File: src/rtl/rpn_pkg.sv
// Shared types for the RPN stack engine: opcodes, FSM states and the ALU result record.
// The RPN_SATURATE_EN macro selects saturating arithmetic in rpn_alu.
package rpn_pkg;

    localparam int RPN_WIDTH = 8;

    typedef enum logic [2:0] {
        OP_NOP  = 3'd0,
        OP_PUSH = 3'd1,
        OP_POP  = 3'd2,
        OP_ADD  = 3'd3,
        OP_SUB  = 3'd4,
        OP_MUL  = 3'd5,
        OP_DUP  = 3'd6,
        OP_SWAP = 3'd7
    } op_t;

    typedef enum logic [1:0] {
        IDLE = 2'd0,
        EXEC = 2'd1,
        WB   = 2'd2
    } state_t;

    typedef struct packed {
        logic [RPN_WIDTH-1:0] value;
        logic                 ovf;
    } alu_res_t;

    function automatic logic is_arith(input op_t o);
        return (o == OP_ADD) || (o == OP_SUB) || (o == OP_MUL);
    endfunction

endpackage

File: src/rtl/rpn_alu.sv
// Combinational unsigned ALU computing A op B for ADD/SUB/MUL with overflow detect.
// Defining RPN_SATURATE_EN clamps overflowing results instead of wrapping them.
module rpn_alu
    import rpn_pkg::*;
#(
    parameter int WIDTH = RPN_WIDTH
) (
    input  logic [WIDTH-1:0] a,
    input  logic [WIDTH-1:0] b,
    input  op_t              op,
    output logic [WIDTH-1:0] value,
    output logic             ovf
);

    logic [WIDTH:0]     sum;
    logic [2*WIDTH-1:0] prod;

    always_comb begin
        sum   = {1'b0, a} + {1'b0, b};
        prod  = {{WIDTH{1'b0}}, a} * {{WIDTH{1'b0}}, b};
        value = b;
        ovf   = 1'b0;
        case (op)
            OP_ADD: begin
                ovf   = sum[WIDTH];
                value = sum[WIDTH-1:0];
`ifdef RPN_SATURATE_EN
                if (ovf) value = '1;
`endif
            end
            OP_SUB: begin
                ovf   = (a < b);
                value = a - b;
`ifdef RPN_SATURATE_EN
                if (ovf) value = '0;
`endif
            end
            OP_MUL: begin
                ovf   = |prod[2*WIDTH-1:WIDTH];
                value = prod[WIDTH-1:0];
`ifdef RPN_SATURATE_EN
                if (ovf) value = '1;
`endif
            end
            default: ;
        endcase
    end

endmodule

File: src/rtl/rpn_stack_engine.sv
// RPN calculator core: register-array operand stack, ALU and IDLE->EXEC->WB sequencer.
// Arithmetic overflow behaviour is selected by RPN_SATURATE_EN (see rpn_alu).
module rpn_stack_engine
    import rpn_pkg::*;
#(
    parameter int WIDTH = 8,
    parameter int DEPTH = 16
) (
    input  logic                       CLOCK_50,
    input  logic                       RESET_N,
    input  logic                       op_valid,
    output logic                       op_ready,
    input  logic [2:0]                 op,
    input  logic [WIDTH-1:0]           din,
    input  logic                       clr_err,
    output logic                       done,
    output logic [WIDTH-1:0]           tos,
    output logic [WIDTH-1:0]           nos,
    output logic [$clog2(DEPTH+1)-1:0] depth,
    output logic                       err_ovf,
    output logic                       err_unf,
    output logic                       err_arith
);

    localparam int AW = $clog2(DEPTH);
    localparam int DW = $clog2(DEPTH+1);

    state_t           state_q, state_d;
    op_t              op_q, op_d;
    logic [WIDTH-1:0] din_q, din_d;
    logic [WIDTH-1:0] res_q, res_d;
    logic             arith_q, arith_d;
    logic             rej_unf_q, rej_unf_d;
    logic             rej_ovf_q, rej_ovf_d;
    logic [WIDTH-1:0] stack_q [DEPTH];
    logic [WIDTH-1:0] stack_d [DEPTH];
    logic [DW-1:0]    depth_q, depth_d;
    logic             done_q, done_d;
    logic             err_ovf_q, err_ovf_d;
    logic             err_unf_q, err_unf_d;
    logic             err_arith_q, err_arith_d;

    logic [DW-1:0]    tos_idx, nos_idx;
    logic [AW-1:0]    tos_a, nos_a, push_a;
    logic             full, accept;
    logic [WIDTH-1:0] alu_value;
    logic             alu_ovf;

    assign tos_idx = depth_q - DW'(1);
    assign nos_idx = depth_q - DW'(2);
    assign tos_a   = tos_idx[AW-1:0];
    assign nos_a   = nos_idx[AW-1:0];
    assign push_a  = depth_q[AW-1:0];
    assign full    = (depth_q == DW'(DEPTH));
    assign accept  = op_valid && (state_q == IDLE);

    assign tos       = (depth_q >= DW'(1)) ? stack_q[tos_a] : '0;
    assign nos       = (depth_q >= DW'(2)) ? stack_q[nos_a] : '0;
    assign depth     = depth_q;
    assign done      = done_q;
    assign err_ovf   = err_ovf_q;
    assign err_unf   = err_unf_q;
    assign err_arith = err_arith_q;

    rpn_alu #(.WIDTH(WIDTH)) u_alu (
        .a     (nos),
        .b     (tos),
        .op    (op_q),
        .value (alu_value),
        .ovf   (alu_ovf)
    );

    always_ff @(posedge CLOCK_50 or negedge RESET_N) begin
        if (!RESET_N) begin
            state_q <= IDLE;
        end else begin
            state_q <= state_d;
        end
    end

    always_comb begin
        state_d = state_q;
        case (state_q)
            IDLE:    if (accept) state_d = EXEC;
            EXEC:    state_d = WB;
            WB:      state_d = IDLE;
            default: state_d = IDLE;
        endcase
    end

    always_comb begin
        op_ready = (state_q == IDLE);
        done_d   = (state_q == WB);
    end

    // EXEC decides accept/reject and latches the ALU result; WB applies the stack effect.
    always_comb begin
        op_d        = op_q;
        din_d       = din_q;
        res_d       = res_q;
        arith_d     = arith_q;
        rej_unf_d   = rej_unf_q;
        rej_ovf_d   = rej_ovf_q;
        stack_d     = stack_q;
        depth_d     = depth_q;
        err_ovf_d   = clr_err ? 1'b0 : err_ovf_q;
        err_unf_d   = clr_err ? 1'b0 : err_unf_q;
        err_arith_d = clr_err ? 1'b0 : err_arith_q;

        if (accept) begin
            op_d  = op_t'(op);
            din_d = din;
        end

        if (state_q == EXEC) begin
            res_d   = alu_value;
            arith_d = alu_ovf && is_arith(op_q);
            case (op_q)
                OP_POP, OP_DUP:                  rej_unf_d = (depth_q < DW'(1));
                OP_ADD, OP_SUB, OP_MUL, OP_SWAP: rej_unf_d = (depth_q < DW'(2));
                default:                         rej_unf_d = 1'b0;
            endcase
            rej_ovf_d = ((op_q == OP_PUSH) || (op_q == OP_DUP)) && full;
        end

        if (state_q == WB) begin
            if (rej_unf_q) begin
                err_unf_d = 1'b1;
            end else if (rej_ovf_q) begin
                err_ovf_d = 1'b1;
            end else begin
                if (arith_q) err_arith_d = 1'b1;
                case (op_q)
                    OP_PUSH: begin
                        stack_d[push_a] = din_q;
                        depth_d         = depth_q + DW'(1);
                    end
                    OP_POP: depth_d = depth_q - DW'(1);
                    OP_DUP: begin
                        stack_d[push_a] = stack_q[tos_a];
                        depth_d         = depth_q + DW'(1);
                    end
                    OP_SWAP: begin
                        stack_d[tos_a] = stack_q[nos_a];
                        stack_d[nos_a] = stack_q[tos_a];
                    end
                    OP_ADD, OP_SUB, OP_MUL: begin
                        stack_d[nos_a] = res_q;
                        depth_d        = depth_q - DW'(1);
                    end
                    default: ;
                endcase
            end
        end
    end

    always_ff @(posedge CLOCK_50 or negedge RESET_N) begin
        if (!RESET_N) begin
            op_q        <= OP_NOP;
            din_q       <= '0;
            res_q       <= '0;
            arith_q     <= 1'b0;
            rej_unf_q   <= 1'b0;
            rej_ovf_q   <= 1'b0;
            stack_q     <= '{default: '0};
            depth_q     <= '0;
            done_q      <= 1'b0;
            err_ovf_q   <= 1'b0;
            err_unf_q   <= 1'b0;
            err_arith_q <= 1'b0;
        end else begin
            op_q        <= op_d;
            din_q       <= din_d;
            res_q       <= res_d;
            arith_q     <= arith_d;
            rej_unf_q   <= rej_unf_d;
            rej_ovf_q   <= rej_ovf_d;
            stack_q     <= stack_d;
            depth_q     <= depth_d;
            done_q      <= done_d;
            err_ovf_q   <= err_ovf_d;
            err_unf_q   <= err_unf_d;
            err_arith_q <= err_arith_d;
        end
    end

endmodule

File: config.mk
export PLATFORM = sky130hd
export DESIGN_NAME = rpn_stack_engine
export DESIGN_NICKNAME = d
export VERILOG_FILES = /design/src/rtl/rpn_pkg.sv /design/src/rtl/rpn_alu.sv /design/src/rtl/rpn_stack_engine.sv
export SDC_FILE = /design/constraint.sdc
export NUM_CORES = 1
export LEC_CHECK = 0
export BUFFER_PORTS_ARGS = -buffer_cell sky130_fd_sc_hd__buf_2
export CAP_MARGIN = 30
export CORE_MARGIN = 5
export CORE_UTILIZATION = 44
export DETAILED_ROUTE_END_ITERATION = 6
export SYNTH_ARGS = -nofsm -noshare
export SYNTH_HDL_FRONTEND = slang
export SYNTH_SLANG_ARGS = --single-unit
export TNS_END_PERCENT = 5
File: constraint.sdc
create_clock -name CLOCK_50 -period 8.85 [get_ports CLOCK_50]
set_input_delay 1.3275 -clock CLOCK_50 [delete_from_list [all_inputs] [get_ports CLOCK_50]]
set_output_delay 1.3275 -clock CLOCK_50 [all_outputs]
set_load 0.01 [all_outputs]
==> run_results.csv <==
group,metric,value,unit
status,outcome,"complete, no violations",
floorplanning,coreArea,0.0366,sq mm
floorplanning,die-width,203,um
global_route,grt_overflow,0,
global_route,grt_pass1_vias,15000,
floorplanning,die_h,203,um
synth,synth_compound_gate_area_share,33.9,%
synth,synth.top_cell.area_share,24.6,%
synth,synth.net_count,1904,
min_path,hp-class,"reg2reg",
detailed_routing,vias,16300,
min_path,holdPathStages,2,
clocking,post-cts-setup-buffer-count,0,
clocking,clkLatencyLatePin,0.48,ns
timing,fin_crit_sh,84.6,%
synth,synth.ff_latch_count,161,
timing,rsz0062_at_grt,"no",
timing,finalClockSkew,0.0236,ns
global_route,grt_max_degree,92,
synth,ys_seq_area_share,24.6,%
global_route,gr-usage-all-layers,30.9,%
timing,timing.slew.headroom,29.8,%
global_route,antenna_found_initial,0,
synth,synthXorXnorAreaFrac,1.13,%
placement,io_buffers,40,
timing,hold_violations,0,
setup_path,cp.arrival,7.89,ns
clocking,ctsHoldBuffers,0,
clocking,cts_resized,0,
placement,gp_congestion,1.02,
setup_path,crit_path_start_kind,"register",
synth,synth_top_family_by_area,"compound AO/OA/AOI/OAI gates",
detailed_routing,vias_per_cell,7.36,
floorplanning,initial_utilization,44.6,%
detailed_routing,wirelength,65.4,mm
finish,layout-drive-gt1-share,14.7,%
clocking,numClockSinks,161,
timing,layout_min_cycle_time,7.49,ns
setup_path,crit_required,9.25,ns
finish,area_growth,6.37,%
clocking,cts_root_buf,"clkbuf_16",
timing,setup-violations-final,0,
clocking,cts_buffers,17,
setup_path,reg2reg_from,"depth[2]",
setup_path,ff2ff_path_depth,22,
placement,hpwl,44.9,mm
timing,finalSetupTns,0,ns
flow_run,maxCapViolCount,0,
finish,diodes,0,
global_route,grt_pass1_wl,97.3,mm
floorplanning,dieArea,0.0411,sq mm
setup_path,crit_type,"reg2reg",
synth,synthMuxAreaShare,11.8,%
detailed_routing,wl_per_cell,29.6,um
finish,fin_nets,1841,
synth,async_flop_share,100,%
floorplanning,num_rows,70,
synth,syn_inst,1790,
synth,yosys_warnings,0,
detailed_routing,first_pass_iters,6,
floorplanning,io_pins,41,
synth,ys_top_cells_by_area,"dfrtp_1 (25%), a21oi_1 (7.2%), mux4_2 (7.2%)",
synth,synth_area,0.0163,sq mm
clocking,cts_max_path_buffers,2,
setup_path,startpoint,"depth[2]",
synth,synth_edf_count,0,
synth,syn_area_per_cell,9.13,sq um
timing,slew_viol_final,0,
synth,synth.distinct_cells,89,
timing,max_freq,134,MHz
synth,synth_top_area_cell,"dfrtp_1",
synth,synth_ff_type,"dfrtp_1",
detailed_routing,ant_nets,0,
synth,netlist_top_cells_count,"a21oi_1 (234), dfrtp_1 (161), nor2_1 (132)",
detailed_routing,drt-initial-drc-count,2598,
setup_path,end_kind,"register",
synth,synth.most_common_cell,"a21oi_1",
min_path,holdCritStartpoint,"res_q[3]",
timing,worst_pin_slew,1.05,ns
detailed_routing,drc,0,
synth,synth_fa_ha_area_share,9.32,%
clocking,clk_pin_slew,0.08,ns
synth,synth-simple-area-share,12.1,%
clocking,cts_tree,"done",
setup_path,crit_path_max_fanout,15,
clocking,h-tree-depth,4,
==> final cells by class <==
| class | count | area (sq um) |
|---|---|---|
| Fill cell | 3500 | 19200 |
| Multi-Input combinational cell | 1374 | 11200 |
| Sequential cell | 161 | 4030 |
| Tap cell | 468 | 586 |
| Timing Repair Buffer | 76 | 544 |
| Clock buffer | 18 | 439 |
| Inverter | 97 | 364 |
| Clock inverter | 14 | 225 |
==> cells by family (layout without fill, tap and decap cells) <==
kind of cell	count (synthesis)	count (layout)
AO/OA/AOI/OAI	756	756
buffers and inverters	255	205
AND/OR/NAND/NOR	399	399
flip-flops	161	161
multiplexers	102	102
XOR/XNOR	18	18
adder cells (fa/ha/maj)	99	99
==> worst max-delay path, stage by stage, from the launching register on <==
cell and delay [ns]:
dfrtp_1 0.70, inv_1 0.20, ha_1 0.30, a21boi_4 0.27, xor2_4 0.46, buf_4 0.35
mux2i_2 0.15, nor2_1 0.63, ha_1 0.46, fa_1 0.49, inv_1 0.09, fa_1 0.44
fa_1 0.52, fa_1 0.55, inv_1 0.04, ha_1 0.38, and3_1 0.23, a221oi_1 0.39
a211oi_1 0.13, o21ai_0 0.18, a311oi_1 0.07, a311o_1 0.28, nand4_1 0.09
==> through the flow <==
stage	setup slack (ns)	util (%)	hold slack, ns	std cells	area (sq um)
floorplan	1.54	-	0.450	1790	16300
global placement	1.55	45.3	0.491	2169	16600
detailed placement	1.51	45.7	0.508	2175	16700
CTS	1.47	47.5	0.523	2207	17400
global route	0.948	47.5	0.555	2208	17400
finish	1.36	47.5	0.526	2208	17400
==> worst paths after layout <==
path | to | slack [ns]
max | arith_q | 1.36
max reg2reg | arith_q | 1.36
max in group asynchronous | depth[0] | 6.65
min in group asynchronous | asynchronous set/reset pin | 0.93
min | res_q[3] | 0.53
min reg2reg | res_q[3] | 0.53
==> cell usage in the layout (no fill, tap or decap), drive strengths merged, types with 6 or more instances in the layout <==
master / instances
a211o: 39
a211oi: 108
a21o: 6
a21oi: 235
a221o: 26
a221oi: 107
a22oi: 56
a2bb2oi: 7
a311oi: 6
a31oi: 15
and2: 32
and3: 15
buf: 76
clkbuf: 18
dfrtp: 161
fa: 38
ha: 61
inv: 102
mux2: 24
mux2i: 14
mux4: 64
nand2: 105
nand2b: 17
nand3: 28
nor2: 146
nor2b: 7
nor3: 23
nor4: 7
o21ai: 45
o22a: 65
xnor2: 10
xor2: 8
==> layer usage <==
metal | vias up | GRT usage (%) | routed length, um
li1 | 6836 | - | -
met1 | 7979 | 43.2 | 26400
met2 | 1177 | 46.2 | 28300
met3 | 263 | 6.48 | 7040
met4 | 0 | 13.9 | 3750
met5 | - | 0 | 0
Power is not shown: default switching activity piles up to over one toggle a cycle in this logic, so the estimate is an artifact.
